===== config.mk =====
export PLATFORM = sky130hd
export DESIGN_NAME = gtp_ring_writer
export DESIGN_NICKNAME = d
export VERILOG_FILES = /design/src/rtl/gtp_ring_writer.sv
export SDC_FILE = /design/constraint.sdc
export NUM_CORES = 1
export LEC_CHECK = 0
export ABC_CLOCK_PERIOD_IN_PS = 3450
export BUFFER_PORTS_ARGS = -buffer_cell sky130_fd_sc_hd__buf_2
export CAP_MARGIN = 20
export CORE_MARGIN = 4
export CORE_UTILIZATION = 42
export CTS_CLUSTER_DIAMETER = 30
export CTS_CLUSTER_SIZE = 20
export DETAILED_ROUTE_END_ITERATION = 7
export PLACE_DENSITY = 0.77
export SETUP_SLACK_MARGIN = 0.1
export SLEW_MARGIN = 20
export SYNTH_ARGS = -nofsm -noshare
export SYNTH_HDL_FRONTEND = slang
export SYNTH_SLANG_ARGS = --single-unit
export TNS_END_PERCENT = 10

===== constraint.sdc =====
create_clock -name wb_clk -period 3.45 [get_ports wb_clk]
set_input_delay 0.345 -clock wb_clk [delete_from_list [all_inputs] [get_ports wb_clk]]
set_output_delay 0.345 -clock wb_clk [all_outputs]
set_load 0.02 [all_outputs]

===== src/rtl/gtp_ring_writer.sv =====
// Write-side feeder for MCB port 2: cuts a 32-bit word stream into write bursts
// and fills a circular SDRAM region, throttled by the consumer's read offset.
module gtp_ring_writer #(
    parameter int unsigned BURST_LEN = 32,
    parameter logic [29:0] RING_BASE = 30'h0000000,
    parameter int unsigned RING_AW   = 27,
    parameter int unsigned FLUSH_TMO = 255
) (
    input  logic                 wb_clk,
    input  logic                 wb_rst_n,
    input  logic                 enable,
    input  logic [31:0]          din,
    input  logic                 din_vld,
    input  logic                 din_last,
    output logic                 din_rdy,
    input  logic [RING_AW-3:0]   rd_ofs,
    output logic [RING_AW-3:0]   wr_ofs,
    output logic                 p2_cmd_en,
    output logic [2:0]           p2_cmd_instr,
    output logic [5:0]           p2_cmd_bl,
    output logic [29:0]          p2_cmd_byte_addr,
    input  logic                 p2_cmd_full,
    output logic                 p2_wr_en,
    output logic [31:0]          p2_wr_data,
    output logic [3:0]           p2_wr_mask,
    input  logic                 p2_wr_full,
    output logic                 busy,
    output logic [15:0]          burst_cnt
);
    localparam int unsigned OW = RING_AW - 2;
    localparam int unsigned BB = $clog2(BURST_LEN);
    localparam int unsigned CW = BB + 1;

    typedef enum logic [1:0] {IDLE, FILL, CMD} state_t;

    state_t        state_q, state_d;
    logic [CW-1:0] cnt_q, cnt_d;
    logic [7:0]    tmo_q, tmo_d;
    logic [OW-1:0] wr_ofs_q, wr_ofs_d;
    logic          cmd_en_q, cmd_en_d;
    logic [5:0]    cmd_bl_q, cmd_bl_d;
    logic [29:0]   cmd_addr_q, cmd_addr_d;
    logic [15:0]   burst_cnt_q, burst_cnt_d;

    logic [OW-1:0] free;
    logic [OW-1:0] end_ofs;
    logic [CW-1:0] cnt_inc;
    logic [7:0]    tmo_inc;
    logic          room;
    logic          accept;
    logic          close;

    // One slot stays unused so that rd_ofs == wr_ofs always means empty.
    assign free    = rd_ofs - wr_ofs_q - OW'(1);
    assign room    = free >= OW'(BURST_LEN);
    assign cnt_inc = cnt_q + CW'(1);
    assign end_ofs = wr_ofs_q + OW'(cnt_inc);
    assign tmo_inc = tmo_q + 8'd1;
    assign close   = (cnt_inc == CW'(BURST_LEN)) || din_last || (end_ofs[BB-1:0] == '0);

    assign din_rdy          = (state_q == FILL) && !p2_wr_full;
    assign accept           = din_vld && din_rdy;
    assign p2_wr_en         = accept;
    assign p2_wr_data       = din;
    assign p2_wr_mask       = 4'b0000;
    assign p2_cmd_instr     = 3'b010;
    assign p2_cmd_en        = cmd_en_q;
    assign p2_cmd_bl        = cmd_bl_q;
    assign p2_cmd_byte_addr = cmd_addr_q;
    assign wr_ofs           = wr_ofs_q;
    assign burst_cnt        = burst_cnt_q;
    assign busy             = (state_q != IDLE);

    always_comb begin
        // NOTE: every next-state variable gets a default first so no path can infer a latch.
        state_d     = state_q;
        cnt_d       = cnt_q;
        tmo_d       = tmo_q;
        wr_ofs_d    = wr_ofs_q;
        cmd_en_d    = 1'b0;
        cmd_bl_d    = cmd_bl_q;
        cmd_addr_d  = cmd_addr_q;
        burst_cnt_d = burst_cnt_q;
        unique case (state_q)
            IDLE: begin
                cnt_d = '0;
                tmo_d = '0;
                if (enable && din_vld && room) state_d = FILL;
            end
            FILL: begin
                if (accept) begin
                    cnt_d = cnt_inc;
                    tmo_d = '0;
                    if (close) state_d = CMD;
                end else if (cnt_q != '0) begin
                    tmo_d = tmo_inc;
                    if (tmo_inc == 8'(FLUSH_TMO)) state_d = CMD;
                end
            end
            CMD: begin
                // Commit point: wr_ofs only moves together with the issued command.
                if (!p2_cmd_full) begin
                    cmd_en_d    = 1'b1;
                    cmd_bl_d    = 6'(cnt_q - CW'(1));
                    cmd_addr_d  = RING_BASE + 30'({wr_ofs_q, 2'b00});
                    wr_ofs_d    = wr_ofs_q + OW'(cnt_q);
                    burst_cnt_d = burst_cnt_q + 16'd1;
                    state_d     = IDLE;
                end
            end
            default: state_d = IDLE;
        endcase
    end

    always_ff @(posedge wb_clk) begin
        // NOTE: reset is synchronous; the MCB reset is asserted alongside and clears its FIFOs.
        if (!wb_rst_n) begin
            state_q     <= IDLE;
            cnt_q       <= '0;
            tmo_q       <= '0;
            wr_ofs_q    <= '0;
            cmd_en_q    <= 1'b0;
            cmd_bl_q    <= '0;
            cmd_addr_q  <= RING_BASE;
            burst_cnt_q <= '0;
        end else begin
            state_q     <= state_d;
            cnt_q       <= cnt_d;
            tmo_q       <= tmo_d;
            wr_ofs_q    <= wr_ofs_d;
            cmd_en_q    <= cmd_en_d;
            cmd_bl_q    <= cmd_bl_d;
            cmd_addr_q  <= cmd_addr_d;
            burst_cnt_q <= burst_cnt_d;
        end
    end
endmodule


# Word level (Yosys, flattened, before mapping)
# Cells that the tools add are included.
# classes
addsub	8
multipliers	0
div	0
order_cmp	1
n_eq_ne	10
shifts	0
n_mux	13
n_bitwise	1
reduce_logical	17
# ops
cell	n
$add A25 B6 Y25	1
$ge A25 B6 Y1 const B	1
$sub A25 B1 Y25 const B	1
$sub A25 B25 Y25	1
$add A16 B1 Y16 const B	1
$mux W8	2
$pmux W8 S2	1
$mux W2	6
$pmux W6 S2	1
$add A8 B1 Y8 const B	1
$eq A8 B8 Y1 const B	1
$reduce_and A2 Y1	4
$add A6 B1 Y6 const B	1
$eq A6 B6 Y1 const B	1
$mux W6	1
$ne A2 B2 Y1 const B	3
$ne A3 B2 Y1 const B	2
$pmux W2 S3	1
$reduce_bool A6 Y1	1
$sub A6 B1 Y6 const B	1
$add A5 B5 Y5	1
$logic_not A5 Y1	1
$reduce_and A5 Y1	1
$logic_and A1 B1 Y1	4
other kinds (9)	11
# word_totals
ff_bits	89
latch_bits	0
mem_bits_rw	0
rom_bits	0
inputBits	64
output_inout_bits	120
wordCells	58
n_memories	0

# Logic depth before layout (Yosys ltp)
# logic_depth
ltp_word	7
ltp_mapped	12
ltp_nobuf	12

# Worst setup path after synthesis
# No wires, ideal clock.
# synth_path
path_kind	reg-to-reg
start	register wr_ofs_q[7], in the netlist wr_ofs[7]
end	register state_q[0]
setup_ns	0.127
t_arrival_ns	2.589
required_time_ns	3.323
slack_ns	0.734
path_stages_with_launch	10
path_buffers	0
synth_period_minus_slack_ns	2.716
cell_sequence	dfxtp_1 > inv_1 > ha_1 > a21o_1 > or3_1 > o2111ai_1 > a21boi_0 > o31a_2 > a2111oi_2 > a21oi_1
# synth_between
elab_chain_len	6
# synth_rtl
item	line	rtl
start, declared	39	logic [OW-1:0] wr_ofs_q, wr_ofs_d;
start signal, assigned	130	wr_ofs_q <= wr_ofs_d;
$sub A25 B25 Y25	54	assign free = rd_ofs - wr_ofs_q - OW'(1);
$sub A25 B1 Y25	54	
$ge A25 B6 Y1	55	assign room = free >= OW'(BURST_LEN);
$logic_and A1 B1 Y1	88	if (enable && din_vld && room) state_d = FILL;
$ne A2 B2 Y1 (no source line)	-	
$reduce_and A5 Y1 (no source line)	-	
end signal, assigned	127	state_q <= state_d;
end, declared	36	state_t state_q, state_d;
# No other way between the ends.
# A chain may end at the register's enable or synchronous reset.

# Worst setup path in the final report
# layout_path
start	register cnt_q[0]
end	register state_q[1]
# layout_between
elab_chain_len	6
word_cells_on_any_way	10
cone_classes	add/sub (2); eq/ne (3); reduce/logical (5)
# layout_rtl
item	line	rtl
start, declared	37	logic [CW-1:0] cnt_q, cnt_d;
start signal, assigned	128	cnt_q <= cnt_d;
$add A6 B1 Y6 *	56	assign cnt_inc = cnt_q + CW'(1);
net cnt_inc[0]	47	logic [CW-1:0] cnt_inc;
$add A5 B5 Y5 or $eq A6 B6 Y1 (tied branches)	57, 59	
$logic_not A5 Y1 or $logic_or A1 B1 Y1 (tied branches)	59	assign close = (cnt_inc == CW'(BURST_LEN)) || din_last || (end_ofs[BB-1:0] == '0);
$logic_or A1 B1 Y1 *	59	
$ne A3 B3 Y1 (no source line) *	-	
$reduce_and A5 Y1 (no source line) *	-	
# The timed path passes the listed nets; every way through them passes the cells marked *.

==> summary.md <==
| Metric | Value |
|---|---|
| Layout Area Growth over Synthesis | 11.2% |
| Worst hold start | wb_rst_n |
| Wirelength per Cell | 15.3 um |
| Clock-pin transition on the worst setup and hold timing paths | about 0.070 ns |
| Vias per cell | ~5.4 |
| Top fanout value on the critical path | 8 |
| Unrepaired setup endpoints after global routing | no |
| Data arrival time of the worst path | between 3 and 4 ns |
| Pleak | 2.76 nW |
| Post-route antenna net violation count | 0 |
| Number of unique standard cell types used by synthesis | 66 |
| Cell accounting for the most synthesized area | sky130_fd_sc_hd__dfxtp_1 |
| Vias in the first global route | roughly 5000 |
| Beginning of the critical path | cnt_q[0]$_SDFFE_PN0P_ |
| GRT Residual Overflow | 0 |
| Global router's overall resource usage | 0.192 |
| Kind of end point of the critical path | register |
| Vias | 5516 |
| Synthesized area per cell | around 7.6 sq um |
| Number of violations reported at the end of detailed-routing iteration 0 | 328 |
| Post-synth EDFFs | 0 |
| Fmax achieved | 333 MHz |
| Post-CTS Setup Bufs | 0 |
| Crit share post-route | 0.869 |
| Number of antenna violations at the first check in global routing | 0 |
| Hold-fix buffers, CTS | 0 |
| Power density of the placed cells | between 300 and 400 mW/mm^2 |
| Outcome | completed |
| CTS tree | built |
| Most common cell after layout, fill and taps aside | sky130_fd_sc_hd__buf_2 |
| Total of endpoints with negative setup slack in the final report | 0 |
| Total number of placement rows | 43 |
| Top cells by area in the synthesized netlist | sky130_fd_sc_hd__dfxtp_1 (30%), sky130_fd_sc_hd__ha_1 (8.4%), sky130_fd_sc_hd__a21oi_1 (7.0%), sky130_fd_sc_hd__nand2_1 (6.7%), sky130_fd_sc_hd__buf_4 (5.6%) |
| Clk_lat worst skew | roughly 0.34 ns |
| Number of fillers in the final layout | 1406 |
| Worst-case reg-to-reg path depth | 11 |
| Count of final max-slew check failures | 0 |
| Global-route wire length before repair | around 25 mm |
| Share of the core filled with cells in the final layout | 0.477 |
| Post-synthesis cell area | 0.00595 sq mm |
| Min-delay worst type | input pin to register |
| Async set-or-reset flop fraction in the synthesized netlist | 0 |
| Largest net degree at the start of global routing | 49 |
| Yosys warns | 0 |
| Number of standard cells in the final layout excluding fillers | 1024 |
| CTS-repair resized insts | 0 |
| Setup tns final | 0 ns |
| Synth Register Bits | 89 |
| Area of the core | approximately 0.014 sq mm |
| Count of unresolved DRC violations after routing | 0 |
| Commonest register cell after synthesis | sky130_fd_sc_hd__dfxtp_1 |
| Most frequent cells in the layout | sky130_fd_sc_hd__buf_2 (107), sky130_fd_sc_hd__nand2_1 (106), sky130_fd_sc_hd__dfxtp_1 (89) |
| Final-report hold violation count | 0 |
| Number of buffers inserted during clock tree synthesis | 9 |
| Number of iterations in the first detailed-routing pass | 5 |
| Dpl cells | ~1000 |
| Top-Level Pins | between 150 and 200 |
| Worst clock skew | roughly 0.012 ns |
| Sequential-to-total area share from yosys stat | 0.299 |
| Register-to-Register Setup Slack | about 0.45 ns |
| Startpoint of the worst register-to-register path | cnt_q[0]$_SDFFE_PN0P_ |
| Htree depth | 3 |
| Fraction of layout instances using a drive strength above 1 | 0.168 |
| Worst Tran Pin Value | between 0.9 and 1 ns |
| Library cell used as clock root buffer | sky130_fd_sc_hd__clkbuf_16 |
| Die width | roughly 130 um |
| Critical setup path kind | register to register |
| Post-detail-place hpwl | 12.0 mm |
| Launching element type of the critical path | register |
| Largest buffer count on any clock path | 2 |
| Instance count along the most critical hold path | 2 |
| Endpoint of the worst hold-timing path | tmo_q[7]$_SDFFE_PN0P_ |
| Time the worst path needs with I/O delays and setup | between 2 and 3 ns |
| Remaining max-slew budget at the tightest pin | 0.381 |
| Number of buffers added on ports | 107 |
| Max-cap violations | 0 |
| Number of diodes added for antenna fixing | 0 |
| Max rail drop VDD | 0.000259 V |
| Clock Sink Count | ~90 |
| Post-Route WL | between 15 and 20 mm |
| Worst Hold Margin | between 0.2 and 0.3 ns |
| Height of the chip | around 130 um |
| End of the worst register-to-register path | state_q[1]$_SDFFE_PN0P_ |
| Die area | approximately 0.016 sq mm |
| Required @ worst endpoint | 3.72 ns |
| Layout Nets | between 900 and 1000 |
| Share of the synthesized area in the top cell type | 0.299 |
| Cells after Synth | 781 |
| Gpl congestion | just over 0.9 |
| Initial core utilization | 0.429 |
## stage by stage
stage / setup slack [ns] / total power [mW] / instance area [sq um]
after floorplan: 0.734 / 1.34 / 5990
final: 0.450 / 2.28 / 6620
after CTS: 0.430 / 2.30 / 6620
after detailed placement: 0.500 / 1.36 / 6330
after global routing: 0.200 / 2.40 / 6620
after global placement: 0.509 / 1.35 / 6330
## worst max-delay path by stage
stage | to | slack, ns | depth (start not counted)
after floorplan | state_q[0]$_SDFFE_PN0P_ | 0.73 | 9
after global placement | wr_ofs[20]$_SDFFE_PN0P_ | 0.51 | 10
after detailed placement | wr_ofs[20]$_SDFFE_PN0P_ | 0.50 | 10
after CTS | state_q[1]$_SDFFE_PN0P_ | 0.43 | 11
after global routing | wr_ofs[20]$_SDFFE_PN0P_ | 0.20 | 10
final | state_q[1]$_SDFFE_PN0P_ | 0.45 | 11
## cell families (layout without fill, tap and decap cells)
family / Yosys count / count (layout) / synth area share
buf+inv: 113 / 166 / 0.101
mux: 2 / 2 / 0.00337
other cells: 2 / 12 / 0.00126
flops: 89 / 89 / 0.299
fa+ha+maj: 43 / 43 / 0.0942
simple gates: 297 / 297 / 0.230
xor+xnor: 58 / 58 / 0.0854
compound gates: 177 / 177 / 0.185
## routing by layer
layer,vias up,part of all wire,GRT usage
met2,193,0.46,0.314
met3,16,0.084,0.0477
li1,2761,-,-
met5,-,0,0
met4,0,0.017,0.0467
met1,2546,0.43,0.256
## worst max-delay path, cell delays in order, from the launching register on
cell	delay, ns
sky130_fd_sc_hd__dfxtp_1	0.46
sky130_fd_sc_hd__inv_1	0.14
sky130_fd_sc_hd__ha_1	0.38
sky130_fd_sc_hd__fa_1	0.44
sky130_fd_sc_hd__a21o_1	0.19
sky130_fd_sc_hd__a21oi_1	0.20
sky130_fd_sc_hd__xnor2_1	0.20
sky130_fd_sc_hd__xnor2_1	0.12
sky130_fd_sc_hd__o21ai_0	0.18
sky130_fd_sc_hd__o21ai_0	0.12
sky130_fd_sc_hd__or3b_1	0.38
sky130_fd_sc_hd__a21oi_1	0.12
## state kept, by name (all words and copies together), names as in the netlist
signal and flops:
p2_cmd_byte_addr 25, wr_ofs 25, burst_cnt 16, tmo_q 8
cnt_q 6, p2_cmd_bl 6, state_q 2, p2_cmd_en 1
## where the power goes
part | internal (mW) | switching [mW]
registers | 1.03 | 0.00951
logic | 0.107 | 0.188
clock network | 0.530 | 0.409
total | 1.67 | 0.607
## Yosys cell counts (3+ instances only)
| master | number |
|---|---|
| sky130_fd_sc_hd__a21boi_0 | 5 |
| sky130_fd_sc_hd__and3_1 | 12 |
| sky130_fd_sc_hd__nor2_1 | 83 |
| sky130_fd_sc_hd__fa_1 | 3 |
| sky130_fd_sc_hd__or2_2 | 3 |
| sky130_fd_sc_hd__a221oi_1 | 3 |
| sky130_fd_sc_hd__clkbuf_1 | 27 |
| sky130_fd_sc_hd__o21ai_0 | 26 |
| sky130_fd_sc_hd__xnor2_1 | 32 |
| sky130_fd_sc_hd__nor2b_1 | 6 |
| sky130_fd_sc_hd__a31oi_1 | 6 |
| sky130_fd_sc_hd__xor2_1 | 26 |
| sky130_fd_sc_hd__nand2_1 | 106 |
| sky130_fd_sc_hd__buf_4 | 44 |
| sky130_fd_sc_hd__o21a_1 | 4 |
| sky130_fd_sc_hd__inv_1 | 37 |
| sky130_fd_sc_hd__and2_1 | 4 |
| sky130_fd_sc_hd__ha_1 | 40 |
| sky130_fd_sc_hd__a21o_1 | 10 |
| sky130_fd_sc_hd__and4_1 | 3 |
| sky130_fd_sc_hd__a211oi_1 | 9 |
| sky130_fd_sc_hd__nor4_1 | 8 |
| sky130_fd_sc_hd__nand2b_1 | 3 |
| sky130_fd_sc_hd__nand3_1 | 25 |
| sky130_fd_sc_hd__nand4_1 | 6 |
| sky130_fd_sc_hd__nor3_1 | 18 |
| sky130_fd_sc_hd__o31a_2 | 3 |
| sky130_fd_sc_hd__a21oi_1 | 83 |
| sky130_fd_sc_hd__or3_1 | 6 |
| sky130_fd_sc_hd__o2111ai_1 | 3 |
| sky130_fd_sc_hd__o311ai_0 | 3 |
| sky130_fd_sc_hd__or4_1 | 3 |
| sky130_fd_sc_hd__dfxtp_1 | 89 |
## layout make-up
type,instances,area [sq um],area share
flip-flops and latches,89,1780,0.269
clock buffers,11,253,0.0382
inverters,38,143,0.0216
well taps,180,225,0.0340
clock inverters,5,35.0,0.00529
repair buffers,112,573,0.0866
multi-input cells,589,3610,0.545
(Power assumes the default switching activity.)
